File: config.mk
export PLATFORM = sky130hd
export DESIGN_NAME = muldiv_sequencer_flat
export DESIGN_NICKNAME = d
export VERILOG_FILES = /design/src/rtl/muldiv_sequencer_pkg.sv /design/src/rtl/muldiv_sequencer_if.sv /design/src/rtl/muldiv_step.sv /design/src/rtl/muldiv_sequencer.sv /design/src/flat_wrapper.sv
export SDC_FILE = /design/constraint.sdc
export NUM_CORES = 1
export LEC_CHECK = 0
export CORE_UTILIZATION = 25
export CTS_BUF_LIST = sky130_fd_sc_hd__clkbuf_8
export CTS_CLUSTER_SIZE = 24
export DETAILED_ROUTE_END_ITERATION = 8
export DONT_BUFFER_PORTS = 1
export PLACE_DENSITY = 0.39
export RECOVER_POWER = 100
export SYNTH_ARGS = -nofsm -noshare
export SYNTH_HDL_FRONTEND = slang
export SYNTH_SLANG_ARGS = --single-unit
File: constraint.sdc
create_clock -name clk_i -period 4.3 [get_ports clk_i]
set_input_delay 1.29 -clock clk_i [delete_from_list [all_inputs] [get_ports clk_i]]
set_output_delay 1.29 -clock clk_i [all_outputs]
set_load 0.02 [all_outputs]
File: src/rtl/muldiv_sequencer_pkg.sv
// muldiv_sequencer_pkg: shared widths, op/state encodings and magnitude helper for the mult/div engine
package muldiv_sequencer_pkg;
  localparam int N_BITS = 32;
  localparam int N_MDOP = 3;
  localparam int N_CNT = 6;
  typedef enum logic [N_MDOP-1:0] {
    MD_MULT  = 3'd0,
    MD_MULTU = 3'd1,
    MD_DIV   = 3'd2,
    MD_DIVU  = 3'd3,
    MD_MTHI  = 3'd4,
    MD_MTLO  = 3'd5
  } md_op_e;
  typedef enum logic [1:0] {
    MD_IDLE,
    MD_CALC,
    MD_SIGN
  } md_state_e;
  function automatic logic [N_BITS-1:0] md_abs(input logic [N_BITS-1:0] v);
    return v[N_BITS-1] ? -v : v;
  endfunction
endpackage

File: src/rtl/muldiv_sequencer_if.sv
// muldiv_sequencer_if: request/result bundle between the EX stage and the mult/div engine
interface muldiv_sequencer_if;
  import muldiv_sequencer_pkg::*;
  logic start_i;
  logic flush_i;
  logic [N_MDOP-1:0] md_op_i;
  logic [N_BITS-1:0] a_i;
  logic [N_BITS-1:0] b_i;
  logic busy_o;
  logic done_o;
  logic [N_BITS-1:0] hi_o;
  logic [N_BITS-1:0] lo_o;
  modport master (output start_i, flush_i, md_op_i, a_i, b_i, input busy_o, done_o, hi_o, lo_o);
  modport slave (input start_i, flush_i, md_op_i, a_i, b_i, output busy_o, done_o, hi_o, lo_o);
endinterface

File: src/rtl/muldiv_step.sv
// muldiv_step: one shift-add multiply or restoring-divide iteration on the 2N-bit accumulator
module muldiv_step
  import muldiv_sequencer_pkg::*;
(
  input  logic                  is_div,
  input  logic [N_BITS-1:0]     op,
  input  logic [2*N_BITS-1:0]   acc,
  output logic [2*N_BITS-1:0]   acc_next
);
  logic [N_BITS:0] sum;
  logic [N_BITS-1:0] rem;
  logic ge;
  assign sum = {1'b0, acc[2*N_BITS-1:N_BITS]} + {1'b0, op & {N_BITS{acc[0]}}};
  assign ge = acc[2*N_BITS-1:N_BITS-1] >= {1'b0, op};
  assign rem = acc[2*N_BITS-2:N_BITS-1] - op;
  assign acc_next = !is_div ? {sum, acc[N_BITS-1:1]}
                  : ge ? {rem, acc[N_BITS-2:0], 1'b1}
                  : {acc[2*N_BITS-2:0], 1'b0};
endmodule

File: src/rtl/muldiv_sequencer.sv
// muldiv_sequencer: multi-cycle MULT/MULTU/DIV/DIVU sequencer with architectural HI/LO
module muldiv_sequencer
  import muldiv_sequencer_pkg::*;
(
  input logic clk_i,
  input logic reset_n_i,
  muldiv_sequencer_if.slave md
);
  md_state_e state_q, state_d;
  logic [N_CNT-1:0] cnt;
  logic [N_BITS-1:0] op, a_mag, b_mag, hi_res, lo_res;
  logic [2*N_BITS-1:0] acc, acc_next, prod;
  logic is_div, neg_q, neg_r, sgn_in, div_in, arith, accept, last, commit;
  assign sgn_in = md.md_op_i == MD_MULT || md.md_op_i == MD_DIV;
  assign div_in = md.md_op_i == MD_DIV || md.md_op_i == MD_DIVU;
  assign arith = md.md_op_i inside {MD_MULT, MD_MULTU, MD_DIV, MD_DIVU};
  assign accept = state_q == MD_IDLE && md.start_i && !md.flush_i;
  assign last = cnt == N_CNT'(N_BITS - 1);
  assign commit = state_q == MD_SIGN && !md.flush_i;
  assign a_mag = sgn_in ? md_abs(md.a_i) : md.a_i;
  assign b_mag = sgn_in ? md_abs(md.b_i) : md.b_i;
  assign md.busy_o = state_q != MD_IDLE;
  muldiv_step u_step (.is_div(is_div), .op(op), .acc(acc), .acc_next(acc_next));
  always_comb begin
    state_d = md.flush_i ? MD_IDLE
            : state_q == MD_CALC ? (last ? MD_SIGN : MD_CALC)
            : accept && arith ? MD_CALC : MD_IDLE;
    prod = neg_q ? -acc : acc;
    hi_res = is_div ? (neg_r ? -acc[2*N_BITS-1:N_BITS] : acc[2*N_BITS-1:N_BITS]) : prod[2*N_BITS-1:N_BITS];
    lo_res = is_div ? (neg_q ? -acc[N_BITS-1:0] : acc[N_BITS-1:0]) : prod[N_BITS-1:0];
  end
  always_ff @(posedge clk_i) begin
    if (!reset_n_i) state_q <= MD_IDLE;
    else state_q <= state_d;
  end
  always_ff @(posedge clk_i) begin
    if (!reset_n_i) begin
      cnt <= '0;
      md.done_o <= 1'b0;
      md.hi_o <= '0;
      md.lo_o <= '0;
    end else begin
      cnt <= state_q == MD_CALC ? cnt + 1'b1 : '0;
      md.done_o <= commit;
      if (commit) begin
        md.hi_o <= hi_res;
        md.lo_o <= lo_res;
      end
      if (accept && md.md_op_i == MD_MTHI) md.hi_o <= md.a_i;
      if (accept && md.md_op_i == MD_MTLO) md.lo_o <= md.a_i;
    end
  end
  always_ff @(posedge clk_i) begin
    if (accept && arith) begin
      is_div <= div_in;
      op <= div_in ? b_mag : a_mag;
      acc <= {{N_BITS{1'b0}}, div_in ? a_mag : b_mag};
      neg_q <= sgn_in && (md.a_i[N_BITS-1] ^ md.b_i[N_BITS-1]) && !(div_in && md.b_i == '0);
      neg_r <= sgn_in && div_in && md.a_i[N_BITS-1];
    end else if (state_q == MD_CALC) begin
      acc <= acc_next;
    end
  end
endmodule

File: src/flat_wrapper.sv
// flat-port wrapper written by rule: the top's interface ports become plain ports
module muldiv_sequencer_flat import muldiv_sequencer_pkg::*;
  (clk_i, reset_n_i, md_start_i, md_flush_i, md_md_op_i, md_a_i, md_b_i, md_busy_o, md_done_o, md_hi_o, md_lo_o);
  muldiv_sequencer_if md_i ();
  input logic clk_i;
  input logic reset_n_i;
  input wire logic [$bits(md_i.start_i)-1:0] md_start_i;
  input wire logic [$bits(md_i.flush_i)-1:0] md_flush_i;
  input wire logic [$bits(md_i.md_op_i)-1:0] md_md_op_i;
  input wire logic [$bits(md_i.a_i)-1:0] md_a_i;
  input wire logic [$bits(md_i.b_i)-1:0] md_b_i;
  output wire logic [$bits(md_i.busy_o)-1:0] md_busy_o;
  output wire logic [$bits(md_i.done_o)-1:0] md_done_o;
  output wire logic [$bits(md_i.hi_o)-1:0] md_hi_o;
  output wire logic [$bits(md_i.lo_o)-1:0] md_lo_o;
  assign md_i.start_i = md_start_i;
  assign md_i.flush_i = md_flush_i;
  assign md_i.md_op_i = md_md_op_i;
  assign md_i.a_i = md_a_i;
  assign md_i.b_i = md_b_i;
  assign md_busy_o = md_i.busy_o;
  assign md_done_o = md_i.done_o;
  assign md_hi_o = md_i.hi_o;
  assign md_lo_o = md_i.lo_o;
  muldiv_sequencer u_core (.clk_i(clk_i), .reset_n_i(reset_n_i), .md(md_i));
endmodule
After elaboration in Yosys (flattened, before gate mapping)
Cells that the tools add are included. W data, S select, Z words.

Word-level logic and storage cells: 78. Flip-flop bits (word level): 172. Output and inout bits: 66.

Bitwise gates (word level): 3. Reduce and logical (&&, ||, !) cells: 25. Add/subtract/negate cells: 8. Mux-type cells: 22. Equal/unequal tests: 8. $lt $le $gt $ge: 1.

Operators by type and width (count): $mux W32 (16); $mux W64 (3); $neg A32 Y32 (4); $neg A64 Y64 (1); $add A32 B32 Y33 (1); $ge A33 B32 Y1 (1); $and A32 B32 Y32 (1); $logic_not A32 Y1 (1); $sub A32 B32 Y32 (1); $logic_and A1 B1 Y1 (11); $reduce_bool A2 Y1 (4); $add A6 B1 Y6 const B (1); $eq A3 B2 Y1 const B (2); $eq A3 B3 Y1 const B (2); $eq A6 B5 Y1 const B (1); $mux W2 (2); $reduce_bool A4 Y1 (1); $eq A3 B1 Y1 const B (1); $logic_not A3 Y1 (1); $eq A2 B1 Y1 const B (1); $eq A2 B2 Y1 const B (1); $logic_not A1 Y1 (2); $logic_not A2 Y1 (1); $logic_or A1 B1 Y1 (2); 5 further kinds (5).

Depth between registers and ports, before layout
Depth in word-level cells: 6. Gate-level depth with buffers: 15.

Hierarchy
From an unflattened synthesis, not the netlist that was laid out.

Cells, all modules: 1903. Area, all modules: 15142.0 um^2.

By module, submodules not included: muldiv_sequencer (area an instance 10443.8 um^2, cells each 1232, instances 1, sequential area each 4113.9 um^2); muldiv_step (area an instance 4698.3 um^2, cells each 671, instances 1, sequential area each 0.0 um^2).

Worst setup path before layout
No wires, ideal clock.

Kind: input port to flip-flop. Start point: in md_a_i[6]. End point: reg u_core.acc[29] (data pin). Setup slack: 633 ps. Stages: 11. Data arrival time: 3400 ps. Setup time: 267 ps. Cell sequence: clkbuf_1 -> or4_1 -> nor3_1 -> and3_1 -> and2b_1 -> nand3_1 -> o31ai_1 -> xor2_1 -> nand2_1 -> nand3_1 -> o21ai_0.

Longest elaborated chain between the ends: 5.

Ends and longest elaborated chain: start, declared (RTL line flat_wrapper.sv:10) `input wire logic [$bits(md_i.a_i)-1:0] md_a_i;`; $neg A32 Y32 (RTL line muldiv_sequencer_pkg.sv:20) `return v[N_BITS-1] ? -v : v;`; $mux W32 (RTL line muldiv_sequencer_pkg.sv:20); $mux W32 (RTL line muldiv_sequencer.sv:20) `assign a_mag = sgn_in ? md_abs(md.a_i) : md.a_i;`; $mux W32 (RTL line muldiv_sequencer.sv:57) `acc <= {{N_BITS{1'b0}}, div_in ? a_mag : b_mag};`; $mux W32 (RTL line muldiv_sequencer.sv:54) `if (accept && arith) begin`; end signal, assigned (RTL line muldiv_sequencer.sv:57); end signal, assigned (RTL line muldiv_sequencer.sv:61) `acc <= acc_next;`; end, declared (RTL line muldiv_sequencer.sv:12) `logic [2*N_BITS-1:0] acc, acc_next, prod;`.

No other way between the ends. A chain may end at the register's enable or synchronous reset.

Worst setup path after layout
Start point: reg u_core.acc[31]. End point: reg u_core.acc[59].

Longest elaborated chain between the ends: 3.

Ends and longest elaborated chain: $sub A32 B32 Y32 / $ge A33 B32 Y1 (equally long branches) (RTL line muldiv_step.sv:15, muldiv_step.sv:14); $mux W64 * (RTL line muldiv_step.sv:17) `: ge ? {rem, acc[N_BITS-2:0], 1'b1}`; $mux W64 * (RTL line muldiv_step.sv:16) `assign acc_next = !is_div ? {sum, acc[N_BITS-1:1]}`.

Mark *: on every way between the ends. The rest lies on a longest branch, timed or not.

==> out/metrics.csv <==
stage,metric,value,unit
timing,endpoints failing setup,0,
final_layout,share of cells above drive strength 1,5.07,%
setup_path,WP data required,4660,ps
clock_network,CTS root buffer,clkbuf_8,
synthesis,syn_nets,1942,
synthesis,Async SR Flop Fraction,0,%
route,Vias/cell,5.27,
synthesis,Syn Inst Count,1800,
outcome,failing checks,"capacitance limit, slew limit",
timing,Final period util,93.4,%
setup_path,crit path max fanout,5,
clock_network,post-CTS setup buffer count,0,
route,WL final,56600,um
global_route,All-Layer GR Usage,19.6,%
timing,Max Fclk,249,MHz
global_route,first-pass GRT wire length,84800,um
synthesis,"count leader, synth",o21ai_0,
route,via total after detailed routing,13347,
floorplan,chip height,241,um
setup_path,Reg2Reg Launch Point,u_core.acc[31]$_DFFE_PP_,
setup_path,Critical Path End Type,flop,
floorplan,Die W,241,um
floorplan,CORE AREA,56400,um^2
synthesis,"area leader, netlist",dfxtp_1,
timing,Clock Skews,22.0,ps
setup_path,"setup slack, reg-to-reg",280,ps
synthesis,share of the synthesized area in the top cell type,14.7,%
power,PwrDens,303,nW/um^2
synthesis,post-synthesis sequential area ratio,28.9,%
synthesis,synth cell count leaders,"o21ai_0 (182), nand2_1 (164), a21oi_1 (141), nor2_1 (131), dfxtp_1 (105)",
hold_path,Hold Path Stages,1,
route,router iterations before antenna repair,5,
clock_network,CTS Buffer Depth,2,
route,DRT antenna net count,0,
final_layout,# diodes,0,
global_route,Congestion Overflow GR,0,
hold_path,min-delay src,u_core.cnt[0]$_SDFF_PN0_,
clock_network,H-tree depth,4,
synthesis,Post-synth top flop,dfxtp_1,
route,DRC errors left,0,
synthesis,area of the mapped netlist,14300,um^2
final_layout,P&R area growth vs syn,8.99,%
run,Max Cap Violations,4,
place,port bufs,0,
route,WL/cell,22.4,um
timing,Fin. Hold Viols,0,
clock_network,number of hold buffers added after CTS,0,
timing,relative slew slack,-35.6,%
clock_network,Clock Latency Late Sink,540,ps
clock_network,CTS tree,built,
timing,TNS Setup,0,ps
synthesis,Synth warnings,0,
hold_path,worst min path class,flop to flop,
synthesis,Avg Inst Size Synth,7.92,um^2
hold_path,hold path endpoint,u_core.cnt[0]$_SDFF_PN0_,
setup_path,FF-to-FF End,u_core.acc[59]$_SDFFE_PP0N_,
global_route,initial antenna violation count,2,
place,dpl hpwl,43400,um
global_route,vias in the first global route,13035,
clock_network,post-CTS sizing,0,
setup_path,crit path launch type,flop,
floorplan,number of I/O pins,137,
final_layout,Final Util,27.6,%
floorplan,Die Footprint,58000,um^2
place,GP Congestion,0.855,
synthesis,synth top area cells,"dfxtp_1 (15%), edfxtp_1 (14%), o21ai_0 (6.4%)",
floorplan,Starting Density,25.3,%
global_route,largest net degree at the start of global routing,74,
power,P_leak,0.00603,uW
synthesis,Post-synth EDFFs,67,
synthesis,Unique masters post-synth,71,
timing,max-slew violations,171,
synthesis,post-synthesis register bit count,172,
clock_network,CTS Buf Count,17,
setup_path,worst r2r path cells,12,
timing,fin crit period,4020,ps
timing,hold_ws,477,ps
clock_network,Clock Sinks,172,
timing,unrepaired setup endpoints after global routing,no,
clock_network,Clock Pin Slew Worst Setup and Hold Paths,90,ps
setup_path,WS Path Type,flop to flop,
outcome,run status,finished with violations,
route,initial drt markers,935,
final_layout,nets@finish,1904,
power,Worst VDD drop,0.200,mV
setup_path,"Data arrival, critical path",4380,ps
floorplan,Rows,87,
timing,Tightest Pin Transition,2030,ps
cell type report:
type | count | area [um^2]
clock buffers | 18 | 248
clock inverters | 14 | 159
multi-input cells | 1461 | 9500
flip-flops and latches | 172 | 4110
repair buffers | 44 | 320
well taps | 756 | 946
inverters | 66 | 248
fillers | 6246 | 40800
per-layer routing:
| layer | vias to the layer above | global-route usage, % | part of all wire, % |
|---|---|---|---|
| met1 | 6522 | 25.8 | 46 |
| met3 | 52 | 3.36 | 5.0 |
| met2 | 314 | 32.7 | 47 |
| met5 | - | 0 | 0.025 |
| met4 | 2 | 5.50 | 2.0 |
| li1 | 6457 | - | - |
power by group:
group	switching [uW]	leakage, uW	total [uW]	internal (uW)
logic	920	0.00436	1510	592
clock network	729	0.000197	1270	543
registers	138	0.00147	1920	1780
total	1790	0.00603	4710	2920
registers in the layout (all words and copies together), names as in the netlist:
register	flops
u_core.cnt	6
u_core.neg_q	1
u_core.acc	64
u_core.is_div	1
u_core.md.hi_o	32
u_core.op	32
u_core.state_q	2
u_core.md.done_o	1
u_core.md.lo_o	32
u_core.neg_r	1
metrics by stage:
stage | total power [uW] | cells | area [um^2] | worst slack [ps]
2_1_floorplan | 3020 | 1800 | 14300 | 633
3_3_place_gp | 3470 | 2499 | 15200 | 148
3_5_place_dp | 3460 | 2499 | 15200 | 157
4_1_cts | 4750 | 2531 | 15600 | 432
5_1_grt | 4970 | 2531 | 15500 | 79.3
6_report | 4710 | 2531 | 15500 | 283
cells in the final DEF (no fill, tap or decap), drive strengths merged, types with 9 or more instances in the layout:
master	n
nand3	52
a21oi	141
and3	14
xor2	79
ha	69
clkbuf	28
a22oi	57
o31ai	19
a21o	36
or3	16
nand2	164
nor3	39
o41ai	12
nand2b	14
a31oi	16
o21a	13
o21ai	195
dfxtp	105
nor4	19
xnor2	95
inv	72
nor2	131
mux2i	72
buf	34
or4	19
nor2b	20
and2	57
nand4	9
a21boi	10
edfxtp	67
o211ai	11
cells by family (layout without fill, tap and decap cells):
family                   Yosys count  count (layout)  share of synthesized area (%)
AO/OA/AOI/OAI                    570             570                           24.6
XOR/XNOR                         174             174                           10.7
adder cells (fa/ha/maj)           71              71                           6.34
buffers and inverters            167             142                           4.50
flip-flops                       172             172                           28.9
multiplexers                      72              72                           5.05
AND/OR/NAND/NOR                  574             574                           20.0
worst max path at each step:
stage / start / end / cells after the start
4_1_cts: u_core.acc[0]$_DFFE_PP_ / u_core.acc[59]$_SDFFE_PP0N_ / 13
2_1_floorplan: md_a_i[6] / u_core.acc[29]$_DFFE_PP_ / 11
3_3_place_gp: md_a_i[8] / u_core.acc[30]$_DFFE_PP_ / 10
6_report: u_core.acc[31]$_DFFE_PP_ / u_core.acc[59]$_SDFFE_PP0N_ / 12
5_1_grt: u_core.acc[31]$_DFFE_PP_ / u_core.acc[59]$_SDFFE_PP0N_ / 12
3_5_place_dp: md_a_i[8] / u_core.acc[30]$_DFFE_PP_ / 10
critical path, stage by stage, from the launching register on:
cell and delay (ps):
edfxtp_1 510, inv_1 230, ha_1 260, nor2b_1 90, o2111ai_1 230, a21boi_0 170, o2111ai_1 410, a31oi_1 160
buf_4 180, a21oi_1 600, nand2_1 470, o311ai_0 460, a221oi_1 90
Note: power is estimated with default switching activity, not from simulation.
